==> src/rtl/imem_boot_pkg.sv <==
// Shared types and constants for the iMem boot loader: FSM state encoding,
// word geometry and header byte order.
package imem_boot_pkg;

    typedef enum logic [2:0] {
        HDR_HI,
        HDR_LO,
        DATA,
        CSUM,
        DONE,
        ERR
    } boot_state_t;

    localparam int unsigned BYTES_PER_WORD = 4;
    localparam int unsigned CNT_W          = 16;

    // Header is sent high byte first.
    localparam int unsigned HDR_HI_LSB = 8;
    localparam int unsigned HDR_LO_LSB = 0;

    function automatic logic [CNT_W-1:0] hdr_count(input logic [7:0] hi, input logic [7:0] lo);
        return (CNT_W'(hi) << HDR_HI_LSB) | (CNT_W'(lo) << HDR_LO_LSB);
    endfunction

endpackage

==> src/rtl/imem_boot_loader_word_assembler.sv <==
// Big-endian byte-to-word assembler: shifts bytes MSB-first and flags the
// byte that completes a 32-bit word.
module boot_word_assembler (
    input  logic        clk,
    input  logic        resetn,
    input  logic        byte_en,
    input  logic [7:0]  byte_in,
    output logic [31:0] word,
    output logic        word_valid
);
    import imem_boot_pkg::*;

    localparam int unsigned IDX_W = $clog2(BYTES_PER_WORD);

    logic [23:0]      sh;
    logic [IDX_W-1:0] idx;

    // The completing byte is merged combinationally so the caller can
    // register the whole word on the same edge that accepts that byte.
    assign word       = {sh, byte_in};
    assign word_valid = byte_en && (idx == IDX_W'(BYTES_PER_WORD - 1));

    always_ff @(posedge clk or negedge resetn) begin
        if (!resetn) begin
            sh  <= '0;
            idx <= '0;
        end else if (byte_en) begin
            sh  <= {sh[15:0], byte_in};
            idx <= idx + IDX_W'(1);
        end
    end

endmodule

==> src/rtl/imem_boot_loader.sv <==
// Length-prefixed byte-stream loader for the CPU instruction memory; holds
// the CPU in reset until the image is in. IMEM_BOOT_CSUM_EN adds a trailing XOR checksum.
module imem_boot_loader #(
    parameter int unsigned ADDR_W = 8,
    parameter int unsigned CNT_W  = 16
) (
    input  logic              clk,
    input  logic              resetn,
    input  logic              in_valid,
    input  logic [7:0]        in_data,
    output logic              in_ready,
    output logic              imem_we,
    output logic [ADDR_W-1:0] imem_addr,
    output logic [31:0]       imem_wdata,
    output logic              cpu_resetn,
    output logic              load_done,
    output logic              load_err,
    output logic              ovf
);
    import imem_boot_pkg::*;

    localparam logic [31:0] DEPTH = 32'd1 << ADDR_W;

    boot_state_t      state;
    logic [7:0]       cnt_hi;
    logic [CNT_W-1:0] count;
    logic [CNT_W-1:0] word_idx;
    logic [CNT_W-1:0] hdr;
    logic             accept;
    logic             asm_en;
    logic             asm_valid;
    logic [31:0]      asm_word;
    logic             last_word;
    logic             go_post;

    always_comb begin
        accept    = in_valid && in_ready;
        hdr       = CNT_W'(hdr_count(cnt_hi, in_data));
        asm_en    = accept && (state == DATA);
        last_word = (word_idx + CNT_W'(1)) == count;
        go_post   = (accept && (state == HDR_LO) && (hdr == '0)) || (asm_valid && last_word);
    end

    boot_word_assembler u_asm (
        .clk        (clk),
        .resetn     (resetn),
        .byte_en    (asm_en),
        .byte_in    (in_data),
        .word       (asm_word),
        .word_valid (asm_valid)
    );

`ifdef IMEM_BOOT_CSUM_EN
    logic [7:0] xr;

    always_ff @(posedge clk or negedge resetn) begin
        if (!resetn) begin
            xr <= '0;
        end else if (accept && (state == HDR_HI || state == HDR_LO || state == DATA)) begin
            xr <= xr ^ in_data;
        end
    end
`else
    assign load_err = 1'b0;
`endif

    always_ff @(posedge clk or negedge resetn) begin
        if (!resetn) begin
            state      <= HDR_HI;
            in_ready   <= 1'b1;
            imem_we    <= 1'b0;
            imem_addr  <= '0;
            imem_wdata <= '0;
            cpu_resetn <= 1'b0;
            load_done  <= 1'b0;
            ovf        <= 1'b0;
            cnt_hi     <= '0;
            count      <= '0;
            word_idx   <= '0;
`ifdef IMEM_BOOT_CSUM_EN
            load_err   <= 1'b0;
`endif
        end else begin
            imem_we <= 1'b0;
            case (state)
                HDR_HI: begin
                    if (accept) begin
                        cnt_hi <= in_data;
                        state  <= HDR_LO;
                    end
                end
                HDR_LO: begin
                    if (accept) begin
                        count <= hdr;
                        if (32'(hdr) > DEPTH) ovf <= 1'b1;
                        if (hdr != '0) state <= DATA;
                    end
                end
                DATA: begin
                    if (asm_valid) begin
                        // Words past the end of iMem are swallowed; the address holds.
                        if (32'(word_idx) < DEPTH) begin
                            imem_we    <= 1'b1;
                            imem_addr  <= word_idx[ADDR_W-1:0];
                            imem_wdata <= asm_word;
                        end
                        word_idx <= word_idx + CNT_W'(1);
                    end
                end
`ifdef IMEM_BOOT_CSUM_EN
                CSUM: begin
                    if (accept) begin
                        in_ready <= 1'b0;
                        if ((xr ^ in_data) == 8'h00) begin
                            state     <= DONE;
                            load_done <= 1'b1;
                        end else begin
                            state    <= ERR;
                            load_err <= 1'b1;
                        end
                    end
                end
`endif
                DONE: begin
                    // Release only once the final write strobe has dropped.
                    if (!imem_we) cpu_resetn <= 1'b1;
                end
                default: ;
            endcase

            if (go_post) begin
`ifdef IMEM_BOOT_CSUM_EN
                state <= CSUM;
`else
                state     <= DONE;
                in_ready  <= 1'b0;
                load_done <= 1'b1;
`endif
            end
        end
    end

endmodule

==> config.mk <==
export PLATFORM = sky130hd
export DESIGN_NAME = imem_boot_loader
export DESIGN_NICKNAME = d
export VERILOG_FILES = /design/src/rtl/imem_boot_pkg.sv /design/src/rtl/imem_boot_loader_word_assembler.sv /design/src/rtl/imem_boot_loader.sv
export SDC_FILE = /design/constraint.sdc
export NUM_CORES = 1
export LEC_CHECK = 0
export ABC_AREA = 1
export BUFFER_PORTS_ARGS = -buffer_cell sky130_fd_sc_hd__buf_2
export CAP_MARGIN = 20
export CORE_MARGIN = 5
export CORE_UTILIZATION = 45
export CTS_BUF_LIST = sky130_fd_sc_hd__clkbuf_8
export DETAILED_ROUTE_END_ITERATION = 8
export PLACE_DENSITY_LB_ADDON = 0.3
export SKIP_CTS_REPAIR_TIMING = 1
export SLEW_MARGIN = 15
export SYNTH_ARGS = -nofsm -noshare
export SYNTH_HDL_FRONTEND = slang
export SYNTH_SLANG_ARGS = --single-unit
==> constraint.sdc <==
create_clock -name clk -period 2.4 [get_ports clk]
set_clock_uncertainty 0.15 [all_clocks]
set_input_delay 0.72 -clock clk [delete_from_list [all_inputs] [get_ports clk]]
set_output_delay 0.72 -clock clk [all_outputs]
set_load 0.01 [all_outputs]
## Yosys cells after proc, flatten, opt, wreduce, memory -nomap -nowiden

Index checks and enable logic that the tools add are counted.
W data, S select, Z words.

| operators by class | value |
|---|---|
| $mul | 0 |
| bitwise logic cells | 2 |
| muxes and demuxes | 8 |
| reductions and logical operators | 18 |
| magnitude comparators | 2 |
| eq/ne operators | 8 |
| add/subtract/negate cells | 2 |
| shift-type cells | 0 |
| div/mod/pow operators | 0 |

Operators with widths:

| cell | number |
|---|---|
| $add A16 B1 Y16 const B | 1 |
| $eq A16 B16 Y1 | 1 |
| $gt A16 B9 Y1 const B | 1 |
| $logic_not A16 Y1 | 1 |
| $lt A16 B9 Y1 const B | 1 |
| $or A16 B8 Y16 | 1 |
| $reduce_bool A16 Y1 | 1 |
| $mux W3 | 4 |
| $reduce_and A2 Y1 | 4 |
| $logic_and A1 B1 Y1 | 6 |
| $ne A3 B3 Y1 const B | 2 |
| $pmux W3 S2 | 1 |
| $reduce_and A3 Y1 | 2 |
| $reduce_and A4 Y1 | 1 |
| $eq A3 B1 Y1 const B | 1 |
| $eq A3 B2 Y1 const B | 1 |
| $eq A3 B3 Y1 const B | 1 |
| $logic_not A3 Y1 | 1 |
| $mux W1 | 3 |
| $ne A3 B2 Y1 const B | 1 |
| $reduce_bool A3 Y1 | 1 |
| $add A2 B1 Y2 const B | 1 |
| $eq A2 B2 Y1 const B | 1 |
| $logic_or A1 B1 Y1 | 1 |
| $not A1 Y1 | 1 |

| word-level totals | value |
|---|---|
| memory bits (read-only) | 0 |
| logic and storage cells | 53 |
| output and inout bits | 46 |
| latch bits | 0 |
| RAM bits | 0 |
| input port bits | 11 |
| flip-flop bits (word level) | 114 |
| memories kept | 0 |

## Logic depth before layout (Yosys ltp)

| depth | value |
|---|---|
| depth after elaboration | 7 |
| gate-level depth with buffers | 14 |
| mapped depth without buffers | 14 |

## Modules after synthesis

From an unflattened synthesis, not the netlist that was laid out.

| unflattened totals | value |
|---|---|
| cell total of the unflattened synthesis | 649 |
| area total of the unflattened synthesis | 5285.1 sq um |

Modules (own cells, without submodules):

| module | cells each | area an instance (sq um) | sequential area each (sq um) | times used |
|---|---|---|---|---|
| imem_boot_loader | 527 | 4131.5 | 2203.4 | 1 |
| boot_word_assembler | 122 | 1153.6 | 650.6 | 1 |

## Worst setup path after synthesis

Ideal clock, no wire load.

| path | value |
|---|---|
| path type | input -> register |
| start point | in in_valid |
| end point | reg state[0] |
| library setup time | 123 ps |
| path slack | 375 ps |
| required time | 2127 ps |
| arrival time | 1752 ps |
| cell stages on the path | 11 |
| path buffers | 0 |
| path through | nand2_1 > nor2_1 > nand2_1 > nor2_1 > nand4_1 > nor2_1 > nand3_1 > nor2_1 > nand3_2 > nand3_1 > o21ai_1 |

| on the way | value |
|---|---|
| cells in the longest elaborated chain, start to end | 7 |
| elaborated cells between the ends (all ways) | 13 |
| those cells by class | eq/ne: 3; mux: 1; reduce/logical: 9 |

Ends and longest elaborated chain:

| item | line | RTL |
|---|---|---|
| start: declaration | imem_boot_loader.sv:9 | `input logic in_valid,` |
| $logic_and A1 B1 Y1 * | imem_boot_loader.sv:37 | `accept = in_valid && in_ready;` |
| $logic_and A1 B1 Y1 | imem_boot_loader.sv:39 | `asm_en = accept && (state == DATA);` |
| $logic_and A1 B1 Y1 | imem_boot_loader_word_assembler.sv:21 | `assign word_valid = byte_en && (idx == IDX_W'(BYTES_PER_WORD - 1));` |
| $logic_and A1 B1 Y1 | imem_boot_loader.sv:41 | `go_post = (accept && (state == HDR_LO) && (hdr == '0)) \|\| (asm_valid && last_word);` |
| $logic_or A1 B1 Y1 | imem_boot_loader.sv:41 |  |
| $ne A3 B2 Y1 (no line), or another cell as far along | n/a |  |
| $reduce_and A4 Y1 (no line) | n/a |  |
| end signal: assignment | imem_boot_loader.sv:69 | `state <= HDR_HI;` |
| end signal: assignment | imem_boot_loader.sv:89 | `state <= HDR_LO;` |
| end signal: assignment | imem_boot_loader.sv:96 | `if (hdr != '0) state <= DATA;` |
| end: declaration | imem_boot_loader.sv:24 | `boot_state_t state;` |

Mark *: on every way between the ends. The rest lies on a longest branch, timed or not.
A chain may end at the register's enable or synchronous reset.

## Worst setup path in the final report

| path | value |
|---|---|
| start point | reg word_idx[0] |
| end point | reg state[0] |

| on the way | value |
|---|---|
| cells in the longest elaborated chain, start to end | 6 |
| elaborated cells between the ends (all ways) | 10 |
| those cells by class | add/sub: 1; eq/ne: 4; mux: 1; reduce/logical: 4 |

Ends and longest elaborated chain:

| item | line | RTL |
|---|---|---|
| start: declaration | imem_boot_loader.sv:27 | `logic [CNT_W-1:0] word_idx;` |
| start signal: assignment | imem_boot_loader.sv:107 | `word_idx <= word_idx + CNT_W'(1);` |
| $add A16 B1 Y16 * | imem_boot_loader.sv:40 | `last_word = (word_idx + CNT_W'(1)) == count;` |
| $eq A16 B16 Y1 * | imem_boot_loader.sv:40 |  |
| $logic_and A1 B1 Y1 * | imem_boot_loader.sv:41 |  |
| $logic_or A1 B1 Y1 * | imem_boot_loader.sv:41 |  |
| $ne A3 B2 Y1 (no line), or another cell as far along | n/a |  |
| $reduce_and A4 Y1 (no line) | n/a |  |

Marked as above.

==> impl_metrics.ini <==
[status]
outcome = complete, no violations

[logic_synthesis]
postSynthAreaPerCell_um2 = 8.438
netlist_area_um2 = 5037
ys_ff_latch = 114
dominantRegCellSynth = dfrtp_1
syn_inst = 597
async_flop_share_pct = 100.0
ys_types = 33
synth_edf_count = 0
ys_seq_area_share_pct = 56.66
synth_nets = 610
yosys_warnings = 0

[clocking]
cts.sinks = 114
clkTransAtPathRegs_ns = 0.07
ctsLongestPathBuffers = 2
cts_tree = done
numCtsBuffers = 17
cts_root_buf = clkbuf_8
cts-htree-levels = 4
clock_latency_ns = 0.43

[power]
p_leak_nw = 3.036
peakVddDrop_mv = 0.3164
swShare_pct = 21.46
p_seq_share_pct = 49.8
power.density_nw_per_um2 = 651.0
pwr-share-comb_pct = 1.8
clockPowerShare_pct = 48.4
p_sw_mw = 0.8277
p_int_mw = 3.029

[route]
drtAntennaViolNets = 0
vias_per_cell = 4.975
dr.pass1.iters = 5
wl_per_cell_um = 13.39
num_vias = 4050
drc = 0
postRouteWirelength_um = 10900
drt-initial-drc-count = 231
met3_length_um = 629
drt-met1-wl_um = 5301
met2_length_um = 4681
top_layer_used = met4

[placed_design]
gp_congestion = 0.8673
hpwl_um = 7830
io_buffers = 55

[sta]
relSlewSlack_pct = 64.71
finalHoldViolations = 0
post-route-min-period_ns = 2.168
worst-slew-pin-transition_ns = 0.5245
slew_violations = 0
whs_ns = 0.02254
rsz0062_at_grt = no
setup_viol = 0
finalSetupTns_ns = 0
fmax_mhz = 461.3
fin_crit_sh_pct = 90.32

[floorplanning]
io_pins = 57
row_count = 38
start_util_pct = 46.27
fp.dieH_um = 115.8
die-area_um2 = 13410
core_area_um2 = 10890
dieWidth_um = 115.8

[global_routing]
grt_max_degree = 70
grt_pass1_vias = 3718
grt_pass1_wl_um = 18240
groute.usage.overall_pct = 17.42
grt-ovfl-total = 0
antenna_found_initial = 0

[cells_and_area]
multiInputGateArea_um2 = 1838
area_delta_synth_final_pct = 17.61
final-seq-area_um2 = 2855
most-common-layout-cells = nand2_1 (195), dfrtp_1 (112), o21ai_0 (96)
antenna-diode-count = 0
drive_gt1_share_pct = 17.06
fin_nets = 675
final_common_cell = nand2_1
fillers = 1000

[flow_run]
cap_violations = 0

[critical_path]
crit_fanout = 8
cp.arrival_ns = 2.33
worstReg2RegEnd = state[0]$_DFFE_PN0P_
rr_worst_depth = 12
r2r-start = word_idx[0]$_DFFE_PN0P_
crit_type = reg -> reg
r2r_slack_ns = 0.23
critPathLaunchType = flip-flop
critPathRequiredTime_ns = 2.56
critPathLaunch = word_idx[0]$_DFFE_PN0P_
end_kind = flip-flop

[min_path]
hold_class = in -> async
==> worst max-delay path, cell delays in order, from the launching register on <==
cell and delay, ns:
dfrtp_2 0.43, ha_1 0.22, nand2_2 0.12, nor2_4 0.20, nand3_1 0.13, nand3_1 0.11
nand2_1 0.05, nor2_1 0.10, nand3_1 0.10, nor2_1 0.12, nand3_2 0.14, nand3_1 0.11
o21ai_1 0.06
==> layout make-up <==
class	instances	share of cell area [%]
flip-flops and latches	114	48.19
multi-input cells	391	31.02
repair buffers	66	6.294
clock buffers	20	4.646
inverters	72	4.562
well taps	140	2.957
clock inverters	11	2.323
==> power by group through the flow <==
stage	logic [mW]	registers [mW]	clock network, mW
2_1_floorplan	0.00838	1.96	0
6_report	0.0693	1.92	1.87
4_1_cts	0.0732	1.92	1.90
3_3_place_gp	0.0719	1.96	0
5_1_grt	0.0815	1.92	1.99
3_5_place_dp	0.0727	1.96	0
==> synthesized netlist by cell type, types with 2 or more instances <==
library cell  count  area [um2]
nor2_4            3       33.78
nand2_2           4       25.02
nor2_2            2       12.51
xor2_1            3       26.28
nand3_1          24       120.1
clkbuf_1         17       63.81
ha_1              2       25.02
nor2_1           27       101.4
nand3_2           2       20.02
nand3b_1          6       45.04
o21ai_0          96       480.5
dfrtp_1         113        2828
inv_1            70       262.8
nor4_1            3       18.77
nand4_1          12       75.07
nand2_1         196       735.7
==> per-stage QoR <==
| step | instance area, um2 | power, mW | worst slack (ns) | cells | util (%) |
|---|---|---|---|---|---|
| final | 5924 | 3.857 | 0.2324 | 814 | 54.41 |
| after global placement | 5508 | 2.029 | 0.1357 | 783 | 50.59 |
| after CTS | 5921 | 3.897 | 0.1577 | 814 | 54.38 |
| after global routing | 5924 | 3.987 | 0.02416 | 814 | 54.41 |
| after detailed placement | 5508 | 2.030 | 0.02939 | 783 | 50.59 |
| after floorplan | 5037 | 1.966 | 0.3753 | 597 | - |
==> worst max-delay path by stage <==
stage | depth (start not counted) | slack (ns) | end
floorplan | 11 | 0.38 | state[0]$_DFFE_PN0P_
CTS | 12 | 0.16 | state[0]$_DFFE_PN0P_
global placement | 10 | 0.14 | imem_wdata[0]$_DFFE_PN0P_
detailed placement | 9 | 0.03 | imem_wdata[0]$_DFFE_PN0P_
global route | 12 | 0.02 | state[0]$_DFFE_PN0P_
finish | 12 | 0.23 | state[0]$_DFFE_PN0P_
==> registers in the layout, indices dropped and copies added, names as in the netlist <==
signal	cells
u_asm.idx	2
ovf	1
state	3
imem_wdata	32
load_done	1
count	16
in_ready	1
cpu_resetn	1
cnt_hi	8
word_idx	16
imem_we	1
u_asm.sh	24
imem_addr	8
==> cell families after synthesis <==
kind of cell | share of synthesized area (%)
AND/OR/NAND/NOR | 23.70
XOR/XNOR | 1.664
other | 0.07444
multiplexers | 0.2235
adder cells (fa/ha/maj) | 0.4967
AO/OA/AOI/OAI | 10.23
flip-flops | 56.66
buffers and inverters | 6.954
==> metal layers <==
layer  up-vias  track usage, %
met1      1877           25.40
li1       2037               -
met3        24           4.648
met5         -               0
met2       112           24.55
met4         0           7.502
Note: power is estimated with default switching activity, not from simulation.
